## src/rtl/agc_multistep.sv

```systemverilog
// agc_multistep -- multi-step automatic gain control for an ADC front end.
//
// Collects WIN_LEN valid samples into a peak/trough window, evaluates a
// metric (peak, or peak-to-peak when mode=1) against per-step limits, and
// steps the relay gain index after HYST_WIN consecutive out-of-range windows.
// An instantaneous sample at or above OV_THR forces an immediate step down.
// After every gain change SETTLE_SAMPLES valid samples are discarded.
//
// Build option: define AGC_WATCHDOG_EN to add a watchdog that returns the
// block to its reset state after WDOG_CYCLES clk cycles without adc_valid.
// Without it, wdog_trip is tied low and the FSM waits indefinitely.
//
// Ports:
//   clk, rst_n                 clock, asynchronous active-low reset
//   adc_valid, adc_data        sample strobe and sample
//   mode                       0 = peak metric, 1 = peak-to-peak metric
//   lim_lo_flat, lim_hi_flat   per-step limits, step i at [i*ADC_W +: ADC_W]
//   force_en, force_idx        manual gain override
//   relay_ctrl                 current gain index
//   stable, at_limit           in-range flag, end-stop saturation flag
//   metric_out, metric_valid   last evaluated metric and its one-cycle strobe
//   wdog_trip                  one-cycle watchdog pulse
module agc_multistep #(
  parameter int ADC_W          = 12,
  parameter int GAIN_STEPS     = 4,
  parameter int WIN_LEN        = 512,
  parameter int OV_THR         = 3941,
  parameter int HYST_WIN       = 2,
  parameter int SETTLE_SAMPLES = 6,
  parameter int WDOG_CYCLES    = 20'hFFFFF,
  localparam int GAIN_W        = $clog2(GAIN_STEPS)
) (
  input  logic                       clk,
  input  logic                       rst_n,
  input  logic                       adc_valid,
  input  logic [ADC_W-1:0]           adc_data,
  input  logic                       mode,
  input  logic [GAIN_STEPS*ADC_W-1:0] lim_lo_flat,
  input  logic [GAIN_STEPS*ADC_W-1:0] lim_hi_flat,
  input  logic                       force_en,
  input  logic [GAIN_W-1:0]          force_idx,
  output logic [GAIN_W-1:0]          relay_ctrl,
  output logic                       stable,
  output logic                       at_limit,
  output logic [ADC_W-1:0]           metric_out,
  output logic                       metric_valid,
  output logic                       wdog_trip
);

  localparam int CNT_W = $clog2(WIN_LEN + 1);
  localparam int HC_W  = $clog2(HYST_WIN + 1);
  localparam int ST_W  = $clog2(SETTLE_SAMPLES + 2);
  localparam logic [GAIN_W-1:0] IDX_MAX = GAIN_W'(GAIN_STEPS - 1);

  typedef enum logic [2:0] {INIT, SAMPLE, EVAL, ADJUST, SETTLE} state_t;

  state_t             state_reg, state_next;
  logic [GAIN_W-1:0]  idx_reg, idx_next;
  logic [GAIN_W-1:0]  tgt_reg, tgt_next;        // index applied by ADJUST
  logic               stable_reg, stable_next;
  logic               at_limit_reg, at_limit_next;
  logic [ADC_W-1:0]   metric_out_reg, metric_out_next;
  logic               metric_valid_reg, metric_valid_next;
  logic [ADC_W-1:0]   peak_reg, peak_next;
  logic [ADC_W-1:0]   trough_reg, trough_next;
  logic [CNT_W-1:0]   cnt_reg, cnt_next;
  logic [HC_W-1:0]    hi_cnt_reg, hi_cnt_next;
  logic [HC_W-1:0]    lo_cnt_reg, lo_cnt_next;
  logic [ST_W-1:0]    settle_reg, settle_next;

  logic [ADC_W-1:0]   lo_cur, hi_cur, metric;
  logic [HC_W-1:0]    hi_inc, lo_inc;
  logic [GAIN_W-1:0]  force_clamped;

  assign lo_cur = lim_lo_flat[idx_reg*ADC_W +: ADC_W];
  assign hi_cur = lim_hi_flat[idx_reg*ADC_W +: ADC_W];
  // trough never exceeds peak once a window holds a sample, so no underflow
  assign metric = mode ? (peak_reg - trough_reg) : peak_reg;
  assign hi_inc = hi_cnt_reg + 1'b1;
  assign lo_inc = lo_cnt_reg + 1'b1;
  assign force_clamped = (force_idx > IDX_MAX) ? IDX_MAX : force_idx;

`ifdef AGC_WATCHDOG_EN
  localparam int WD_W = $clog2(WDOG_CYCLES + 1);
  logic [WD_W-1:0] wd_cnt_reg;
  logic            wd_hit;
  logic            wdog_trip_reg;

  // Counter saturates after a trip and only restarts on the next sample.
  assign wd_hit = !adc_valid && (wd_cnt_reg == WD_W'(WDOG_CYCLES - 1));

  always_ff @(posedge clk or negedge rst_n) begin
    if (!rst_n) begin
      wd_cnt_reg    <= '0;
      wdog_trip_reg <= 1'b0;
    end else begin
      wdog_trip_reg <= wd_hit;
      if (adc_valid)
        wd_cnt_reg <= '0;
      else if (wd_cnt_reg != WD_W'(WDOG_CYCLES))
        wd_cnt_reg <= wd_cnt_reg + 1'b1;
    end
  end

  assign wdog_trip = wdog_trip_reg;
`else
  assign wdog_trip = 1'b0;
`endif

  always_comb begin
    state_next        = state_reg;
    idx_next          = idx_reg;
    tgt_next          = tgt_reg;
    stable_next       = stable_reg;
    at_limit_next     = at_limit_reg;
    metric_out_next   = metric_out_reg;
    metric_valid_next = 1'b0;
    peak_next         = peak_reg;
    trough_next       = trough_reg;
    cnt_next          = cnt_reg;
    hi_cnt_next       = hi_cnt_reg;
    lo_cnt_next       = lo_cnt_reg;
    settle_next       = settle_reg;

    case (state_reg)
      INIT: begin
        peak_next   = '0;
        trough_next = '1;
        cnt_next    = '0;
        state_next  = SAMPLE;
      end
      SAMPLE: begin
        if (adc_valid) begin
          if (adc_data >= ADC_W'(OV_THR)) begin
            // over-voltage abandons the window and steps down at once
            tgt_next    = (idx_reg == '0) ? '0 : idx_reg - 1'b1;
            hi_cnt_next = '0;
            lo_cnt_next = '0;
            stable_next = 1'b0;
            state_next  = ADJUST;
          end else begin
            if (adc_data > peak_reg)   peak_next   = adc_data;
            if (adc_data < trough_reg) trough_next = adc_data;
            if (cnt_reg == CNT_W'(WIN_LEN - 1))
              state_next = EVAL;
            else
              cnt_next = cnt_reg + 1'b1;
          end
        end
      end
      EVAL: begin
        metric_out_next   = metric;
        metric_valid_next = 1'b1;
        state_next        = INIT;
        if (metric > hi_cur) begin
          lo_cnt_next = '0;
          if (hi_inc >= HC_W'(HYST_WIN)) begin
            hi_cnt_next = '0;
            if (idx_reg != '0) begin
              tgt_next   = idx_reg - 1'b1;
              state_next = ADJUST;
            end else begin
              at_limit_next = 1'b1;
              stable_next   = 1'b0;
            end
          end else begin
            hi_cnt_next = hi_inc;
          end
        end else if (metric < lo_cur) begin
          hi_cnt_next = '0;
          if (lo_inc >= HC_W'(HYST_WIN)) begin
            lo_cnt_next = '0;
            if (idx_reg != IDX_MAX) begin
              tgt_next   = idx_reg + 1'b1;
              state_next = ADJUST;
            end else begin
              at_limit_next = 1'b1;
              stable_next   = 1'b0;
            end
          end else begin
            lo_cnt_next = lo_inc;
          end
        end else begin
          stable_next   = 1'b1;
          at_limit_next = 1'b0;
          hi_cnt_next   = '0;
          lo_cnt_next   = '0;
        end
      end
      ADJUST: begin
        idx_next      = tgt_reg;
        stable_next   = 1'b0;
        at_limit_next = 1'b0;
        settle_next   = '0;
        state_next    = SETTLE;
      end
      SETTLE: begin
        if (settle_reg >= ST_W'(SETTLE_SAMPLES))
          state_next = INIT;
        else if (adc_valid)
          settle_next = settle_reg + 1'b1;
      end
      default: state_next = INIT;
    endcase

    // manual override wins over whatever the FSM decided this cycle
    if (force_en) begin
      idx_next    = force_clamped;
      state_next  = INIT;
      stable_next = 1'b0;
      hi_cnt_next = '0;
      lo_cnt_next = '0;
    end

`ifdef AGC_WATCHDOG_EN
    if (wd_hit) begin
      state_next        = INIT;
      idx_next          = '0;
      tgt_next          = '0;
      stable_next       = 1'b0;
      at_limit_next     = 1'b0;
      metric_out_next   = '0;
      metric_valid_next = 1'b0;
      peak_next         = '0;
      trough_next       = '1;
      cnt_next          = '0;
      hi_cnt_next       = '0;
      lo_cnt_next       = '0;
      settle_next       = '0;
    end
`endif
  end

  always_ff @(posedge clk or negedge rst_n) begin
    if (!rst_n) begin
      state_reg        <= INIT;
      idx_reg          <= '0;
      tgt_reg          <= '0;
      stable_reg       <= 1'b0;
      at_limit_reg     <= 1'b0;
      metric_out_reg   <= '0;
      metric_valid_reg <= 1'b0;
      peak_reg         <= '0;
      trough_reg       <= '1;
      cnt_reg          <= '0;
      hi_cnt_reg       <= '0;
      lo_cnt_reg       <= '0;
      settle_reg       <= '0;
    end else begin
      state_reg        <= state_next;
      idx_reg          <= idx_next;
      tgt_reg          <= tgt_next;
      stable_reg       <= stable_next;
      at_limit_reg     <= at_limit_next;
      metric_out_reg   <= metric_out_next;
      metric_valid_reg <= metric_valid_next;
      peak_reg         <= peak_next;
      trough_reg       <= trough_next;
      cnt_reg          <= cnt_next;
      hi_cnt_reg       <= hi_cnt_next;
      lo_cnt_reg       <= lo_cnt_next;
      settle_reg       <= settle_next;
    end
  end

  assign relay_ctrl   = idx_reg;
  assign stable       = stable_reg;
  assign at_limit     = at_limit_reg;
  assign metric_out   = metric_out_reg;
  assign metric_valid = metric_valid_reg;

endmodule
```

## config.mk

```make
export PLATFORM = sky130hd
export DESIGN_NAME = agc_multistep
export DESIGN_NICKNAME = d
export VERILOG_FILES = /design/src/rtl/agc_multistep.sv
export SDC_FILE = /design/constraint.sdc
export NUM_CORES = 1
export LEC_CHECK = 0
export ABC_AREA = 1
export CORE_ASPECT_RATIO = 0.5
export CORE_MARGIN = 2
export CORE_UTILIZATION = 51
export CTS_CLUSTER_SIZE = 8
export DETAILED_ROUTE_END_ITERATION = 6
export GPL_TIMING_DRIVEN = 1
export PLACE_DENSITY = 0.82
export REMOVE_ABC_BUFFERS = 1
export SYNTH_ARGS = -nofsm -noshare
export SYNTH_HDL_FRONTEND = slang
export SYNTH_SLANG_ARGS = --single-unit
```

## constraint.sdc

```tcl
create_clock -name clk -period 4.4 [get_ports clk]
set_input_delay 0.44 -clock clk [delete_from_list [all_inputs] [get_ports clk]]
set_output_delay 0.44 -clock clk [all_outputs]
set_load 0.1 [all_outputs]
```

==> results of run 1 <==
-- stage by stage --
step | power (W) | util (%) | hold WS, ns | setup TNS (ns)
2_1_floorplan | 0.00309 | - | 0.144 | -0.0424
3_3_place_gp | 0.00386 | 67.0 | 0.448 | 0
3_5_place_dp | 0.00394 | 67.0 | 0.455 | 0
4_1_cts | 0.00462 | 69.6 | 0.315 | 0
5_1_grt | 0.00504 | 69.6 | 0.358 | 0
6_report | 0.00463 | 69.6 | 0.285 | 0
-- cells in the final DEF (no fill, tap or decap), types with 7 or more instances in the layout --
cell type        count
ha_1                64
nand3_1             32
dfrtp_1             51
nor2_1              46
o21ai_1              7
dfstp_2             12
clkdlybuf4s50_1    130
a32o_1              22
o21ai_0             56
buf_4               10
nor3_1               9
nand2_1            256
a21oi_1             57
inv_2                7
inv_1               81
clkbuf_16            9
-- worst reg2reg max path, cell delays in order, from the launching register on --
cell	delay, ns
dfstp_2	0.52
inv_1	0.06
ha_1	0.34
a21oi_1	0.17
nand2_1	0.11
a21boi_1	0.20
o21ai_0	0.16
a21oi_1	0.20
inv_1	0.06
nand2_1	0.05
nand2_1	0.06
a21boi_0	0.33
ha_1	0.32
nand2_1	0.07
nor2_1	0.04
and2_1	0.14
nand2_1	0.06
nand3_1	0.06
nand2_1	0.14
nand2_1	0.09
inv_1	0.15
o21ai_1	0.10
nor2_2	0.13
nand2_1	0.09
nand2_1	0.08
nand2_1	0.06
-- metal layers --
layer	global-route usage [%]	vias up	part of all wire, %
met1	35.8	2614	47
met2	42.5	188	44
met5	0	-	0
met3	6.82	17	8.3
li1	-	2892	-
met4	5.19	0	1.1
-- where the power goes --
group	switching (W)	internal [W]	total (W)
registers	0.000154	0.000826	0.000980
logic	0.00201	0.000991	0.00300
clock network	0.000247	0.000411	0.000658
total	0.00241	0.00223	0.00463
-- area by class of cell --
class,count,area [um^2]
multi-input cells,613,3490
fillers,861,3170
flip-flops and latches,63,1590
repair buffers,141,1380
inverters,88,330
clock buffers,15,268
well taps,140,175
clock inverters,1,5.00
-- cells by family (layout without fill, tap and decap cells) --
group           count (synthesis)  in the layout  share of synthesized area [%]
fa+ha+maj                      65             65                           14.8
flops                          63             63                           28.7
simple gates                  365            365                           27.6
buf+inv                       117            245                           8.43
xor+xnor                        8              8                           1.26
other cells                     1              1                         0.0675
mux                             1              1                          0.270
compound gates                173            173                           18.9
-- worst min path at each step --
stage	start	endpoint	slack (ns)	cells past startpoint
3_5_place_dp	hi_cnt_reg[1]	hi_cnt_reg[1]	0.45	2
4_1_cts	rst_n	cnt_reg[0]	0.31	2
6_report	rst_n	peak_reg[8]	0.28	2
5_1_grt	rst_n	peak_reg[3]	0.36	2
3_3_place_gp	lo_cnt_reg[1]	lo_cnt_reg[1]	0.45	2
2_1_floorplan	rst_n	at_limit	0.14	0
==> flow_summary.ini, run 1 <==
[pwr]
power.static_leakage_nw = 3.48
ir_drop_v = 0.000315
p_per_area_nw_per_um2 = 640

[clocking]
cts_setup_buffers = 0
clock-sinks = 63
cts.repair.resized = 0
cts_hold_buf = 0
htreeDepth = 3
clk_path_buf_depth = 2
clkLatencyLatePin_ns = 0.33
cts_root_buf = clkbuf_16
cts_buffers = 9
tritoncts = yes
path_clk_slew_ns = 0.05

[place]
io_buffers = 131
gp_congestion = 0.947
dp_hpwl_mm = 11.7
placed_area_um2 = 6970
dp_slack_ns = 0.550
place_inst = 1045

[sta]
final-setup-viol-count = 0
maxSlewHeadroom_pct = 28.8
rsz0062_at_grt = no
fin_ws_ns = 0.471
worst_pin_slew_ns = 1.07
hold_viol = 0
finalMaxSlewViolations = 0
clock.fmax_mhz = 255
min_period_ns = 3.93
skew_ns = 0.00681
finalCritPeriodShare_pct = 89.3

[critical_path]
reg2reg_from = trough_reg[2]
crit_path_frequent_cell = nand2_1
critical_path.startpoint = trough_reg[2]
rrSetupSlack_ns = 0.47
path_buf_inv = 3
worstPathMaxFanout = 6
critPathArrivalTime_ns = 4.15
r2r-end = tgt_reg[0]
worst-path-stages = 25
critical_path_required_ns = 4.62
worst_setup_path_start_kind = flip-flop
critPathCaptureType = flip-flop
cp-endpoint = tgt_reg[0]
worstRegToRegCells = 25
slowest_stage = dfstp_2
critical_path.top_delay_family = simple AND/OR/NAND/NOR gates
max_stage_delay_ns = 0.52
worst-setup-path-type = flip-flop to flip-flop

[drt]
drc = 0
ant_nets = 0
vias = 5711
drtIter0Drc = 381
avgRoutedWirePerCell_um = 14.6
dr.pass1.iters = 6
vias_per_cell = 5.38
drt-total-wl_mm = 15.5

[global_route]
grt_util_all_layers_pct = 26.3
overflow = 0
grt_max_degree = 64
antenna_found_initial = 0
grt_pass1_vias = 5253
grt_pass1_wl_mm = 24.8

[logic_synthesis]
synth.area.top_cells = dfrtp_1, nand2_1, ha_1
yosysSeqAreaShare_pct = 28.7
synth.distinct_cells = 48
ys_async_sr_fraction_pct = 100
syn_avg_cell_area_um2 = 7.00
netlist_top_cells_count = nand2_1, inv_1, ha_1
ys_warn_count = 0
syn_area_um2 = 5550
yosys.cell_count.top_type = nand2_1
syn_inst = 793
synth.ff_latch_count = 63
synth_top_area_cell = dfrtp_1
synth_top_area_share_pct = 23.0
synth_flop_cell = dfrtp_1
synth_edf_count = 0

[finish]
final_cell_count_no_fill = 1061
area_delta_synth_final_pct = 30.5
finalNetCount = 1096
drive_gt1_share_pct = 6.62
fin_area_um2 = 7240
antenna_cells = 0

[floorplanning]
initial_core_util_pct = 53.3
die_w_um = 152
dieArea_um2 = 11800
std_cell_rows = 26
io-pin-count = 133
die_h_um = 77.8
coreArea_um2 = 10400

[job]
max-cap-violations = 0

[outcome]
status = complete, no violations

[worst_hold_path]
hold_path.class = input pin to async pin
Power figures use the tool's default switching activity.
==> run 2, diff against run 1 <==
--- a/config.mk
+++ b/config.mk
@@ -7,12 +7,12 @@
 export LEC_CHECK = 0
 export ABC_AREA = 1
 export CORE_ASPECT_RATIO = 0.5
-export CORE_MARGIN = 2
-export CORE_UTILIZATION = 51
+export CORE_UTILIZATION = 55
 export CTS_CLUSTER_SIZE = 8
 export DETAILED_ROUTE_END_ITERATION = 6
+export DONT_BUFFER_PORTS = 1
 export GPL_TIMING_DRIVEN = 1
-export PLACE_DENSITY = 0.82
+export PLACE_DENSITY = 0.7
 export REMOVE_ABC_BUFFERS = 1
 export SYNTH_ARGS = -nofsm -noshare
 export SYNTH_HDL_FRONTEND = slang
==> run 2 against run 1 <==
  * Flip-flop and latch count unchanged
  * Clock power down 2%
  * First-iteration DRC count shrank 15%
  * Register-to-register slack lost 0.02 ns
  * Die area decreased by 11%
  * Sequential power up 44%
  * Non-clock buffer count is 131 lower
  * Critical endpoint unchanged
  * Highest routed layer unchanged
==> flow_summary.ini, run 2 (synthesis gave the netlist of run 1 again) <==
[clocking]
cts_setup_buffers = 0
clock-sinks = 63
cts_hold_buf = 2
cts_buffers = 9
htreeDepth = 3
clk_path_buf_depth = 2
path_clk_slew_ns = 0.05
clkLatencyLatePin_ns = 0.33
cts.repair.resized = 0
cts_root_buf = clkbuf_16
tritoncts = yes

[floorplanning]
std_cell_rows = 25
dieArea_um2 = 10500
initial_core_util_pct = 57.6
coreArea_um2 = 9630
die_h_um = 73.1
io-pin-count = 133
die_w_um = 144

[critical_path]
r2r-end = tgt_reg[0]
worstPathMaxFanout = 6
critPathCaptureType = flip-flop
rrSetupSlack_ns = 0.45
reg2reg_from = trough_reg[2]
critPathArrivalTime_ns = 4.18
worst_setup_path_start_kind = flip-flop
worstRegToRegCells = 25
critical_path_required_ns = 4.62
critical_path.startpoint = trough_reg[2]
worst-setup-path-type = flip-flop to flip-flop

[sta]
totalNegativeSetupSlack_ns = 0
hold_viol = 0
skew_ns = 0.00747
maxSlewHeadroom_pct = 37.2
worst_pin_slew_ns = 0.943
rsz0062_at_grt = no
hold_ws_ns = 0.170
clock.fmax_mhz = 253
min_period_ns = 3.95
finalCritPeriodShare_pct = 89.9
final-setup-viol-count = 0
finalMaxSlewViolations = 0

[place]
placed_area_um2 = 5650
dp_hpwl_mm = 10.5
io_buffers = 0
gp_congestion = 0.936

[worst_hold_path]
hold_path.class = input pin to flip-flop
hp-start = force_en
whs_endpoint = state_reg[2]
hold_path_depth = 1

[global_route]
overflow = 0
grt_max_degree = 64
antenna_found_initial = 0
grt_util_all_layers_pct = 26.9
grt_pass1_vias = 4496
grt_pass1_wl_mm = 21.9

[finish]
area_delta_synth_final_pct = 7.19
layout_common_cells = nand2_1, inv_1, ha_1, a21oi_1, o21ai_0
drive_gt1_share_pct = 7.85
finalNetCount = 965
antenna_cells = 0
n_fill_cell = 893
final_common_cell = nand2_1
regArea_um2 = 1590
fin_area_um2 = 5950
multi_input_comb_area_um2 = 3490

[job]
max-cap-violations = 0

[drt]
drtIter0Drc = 323
drc = 0
avgRoutedWirePerCell_um = 14.7
ant_nets = 0
dr.pass1.iters = 5
vias = 5121
vias_per_cell = 5.54
drt-total-wl_mm = 13.6

[pwr]
power.static_leakage_nw = 2.98
p_per_area_nw_per_um2 = 727
ir_drop_v = 0.000255

[outcome]
status = complete, no violations
## run 2: cell types whose count changed in the layout (fill, tap and decap cells not counted)
| cell | change |
|---|---|
| buf_16 | +1 |
| buf_2 | -1 |
| clkbuf_8 | -1 |
| dfrtp_1 | -1 |
| clkdlybuf4s50_1 | -130 |
| clkinv_2 | +2 |
| buf_4 | -2 |
| clkbuf_1 | -2 |
| dlygate4sd3_1 | +1 |
| clkinvlp_4 | +1 |
| dfrtp_2 | +1 |
## run 2: worst max path at each step
stage,to,cells after the start
2_1_floorplan,tgt_reg[0],17
3_3_place_gp,tgt_reg[0],25
3_5_place_dp,tgt_reg[0],25
4_1_cts,tgt_reg[0],25
5_1_grt,tgt_reg[0],25
6_report,tgt_reg[0],25
## run 2: layer usage
metal	up-vias	part of all wire, %	track usage, %
met1	2335	51	39.0
li1	2636	-	-
met5	-	0	0
met2	136	42	41.2
met3	14	5.3	5.38
met4	0	0.98	6.50
## run 2: metrics by stage
step                power [W]  cells  worst slack [ns]  util (%)
floorplan             0.00309    764           -0.0220         -
global placement      0.00362    907             0.674      58.6
detailed placement    0.00366    907             0.499      58.6
CTS                   0.00434    925             0.469      61.8
global route          0.00476    925            0.0840      61.8
finish                0.00433    925             0.447      61.8
## run 2: final cells by class
class | count | share of cell area [%]
Multi-Input combinational cell | 613 | 58.7
Sequential cell | 63 | 26.8
Clock buffer | 12 | 4.14
Inverter | 88 | 5.55
Clock inverter | 4 | 0.378
Tap cell | 135 | 2.84
Timing Repair Buffer | 10 | 1.64
## run 2: worst max-delay path, cell delays in order (launching register included)
cell	delay [ns]
dfstp_2	0.53
inv_1	0.05
ha_1	0.34
a21oi_1	0.16
nand2_1	0.12
a21boi_1	0.21
o21ai_0	0.16
a21oi_1	0.22
inv_1	0.06
nand2_1	0.05
nand2_1	0.06
a21boi_0	0.37
ha_1	0.33
nand2_1	0.07
nor2_1	0.04
and2_1	0.14
nand2_1	0.06
nand3_1	0.06
nand2_1	0.16
nand2_1	0.10
inv_1	0.14
o21ai_1	0.10
nor2_2	0.13
nand2_1	0.08
nand2_1	0.06
nand2_1	0.04
## run 2: where the power goes
group	internal, W	switching [W]	total, W	leakage (nW)
sequential	0.000815	0.000599	0.00141	0.804
clock	0.000393	0.000249	0.000642	0.132
combinational	0.000794	0.00148	0.00227	2.04
total	0.00200	0.00233	0.00433	2.98
==> run 3, diff against run 2 <==
--- a/config.mk
+++ b/config.mk
@@ -8,6 +8,7 @@
 export ABC_AREA = 1
 export CORE_ASPECT_RATIO = 0.5
 export CORE_UTILIZATION = 55
+export CTS_CLUSTER_DIAMETER = 50
 export CTS_CLUSTER_SIZE = 8
 export DETAILED_ROUTE_END_ITERATION = 6
 export DONT_BUFFER_PORTS = 1
==> results of run 3 <==
No change in the layout: final DEF, timing and power equal those of run 2.
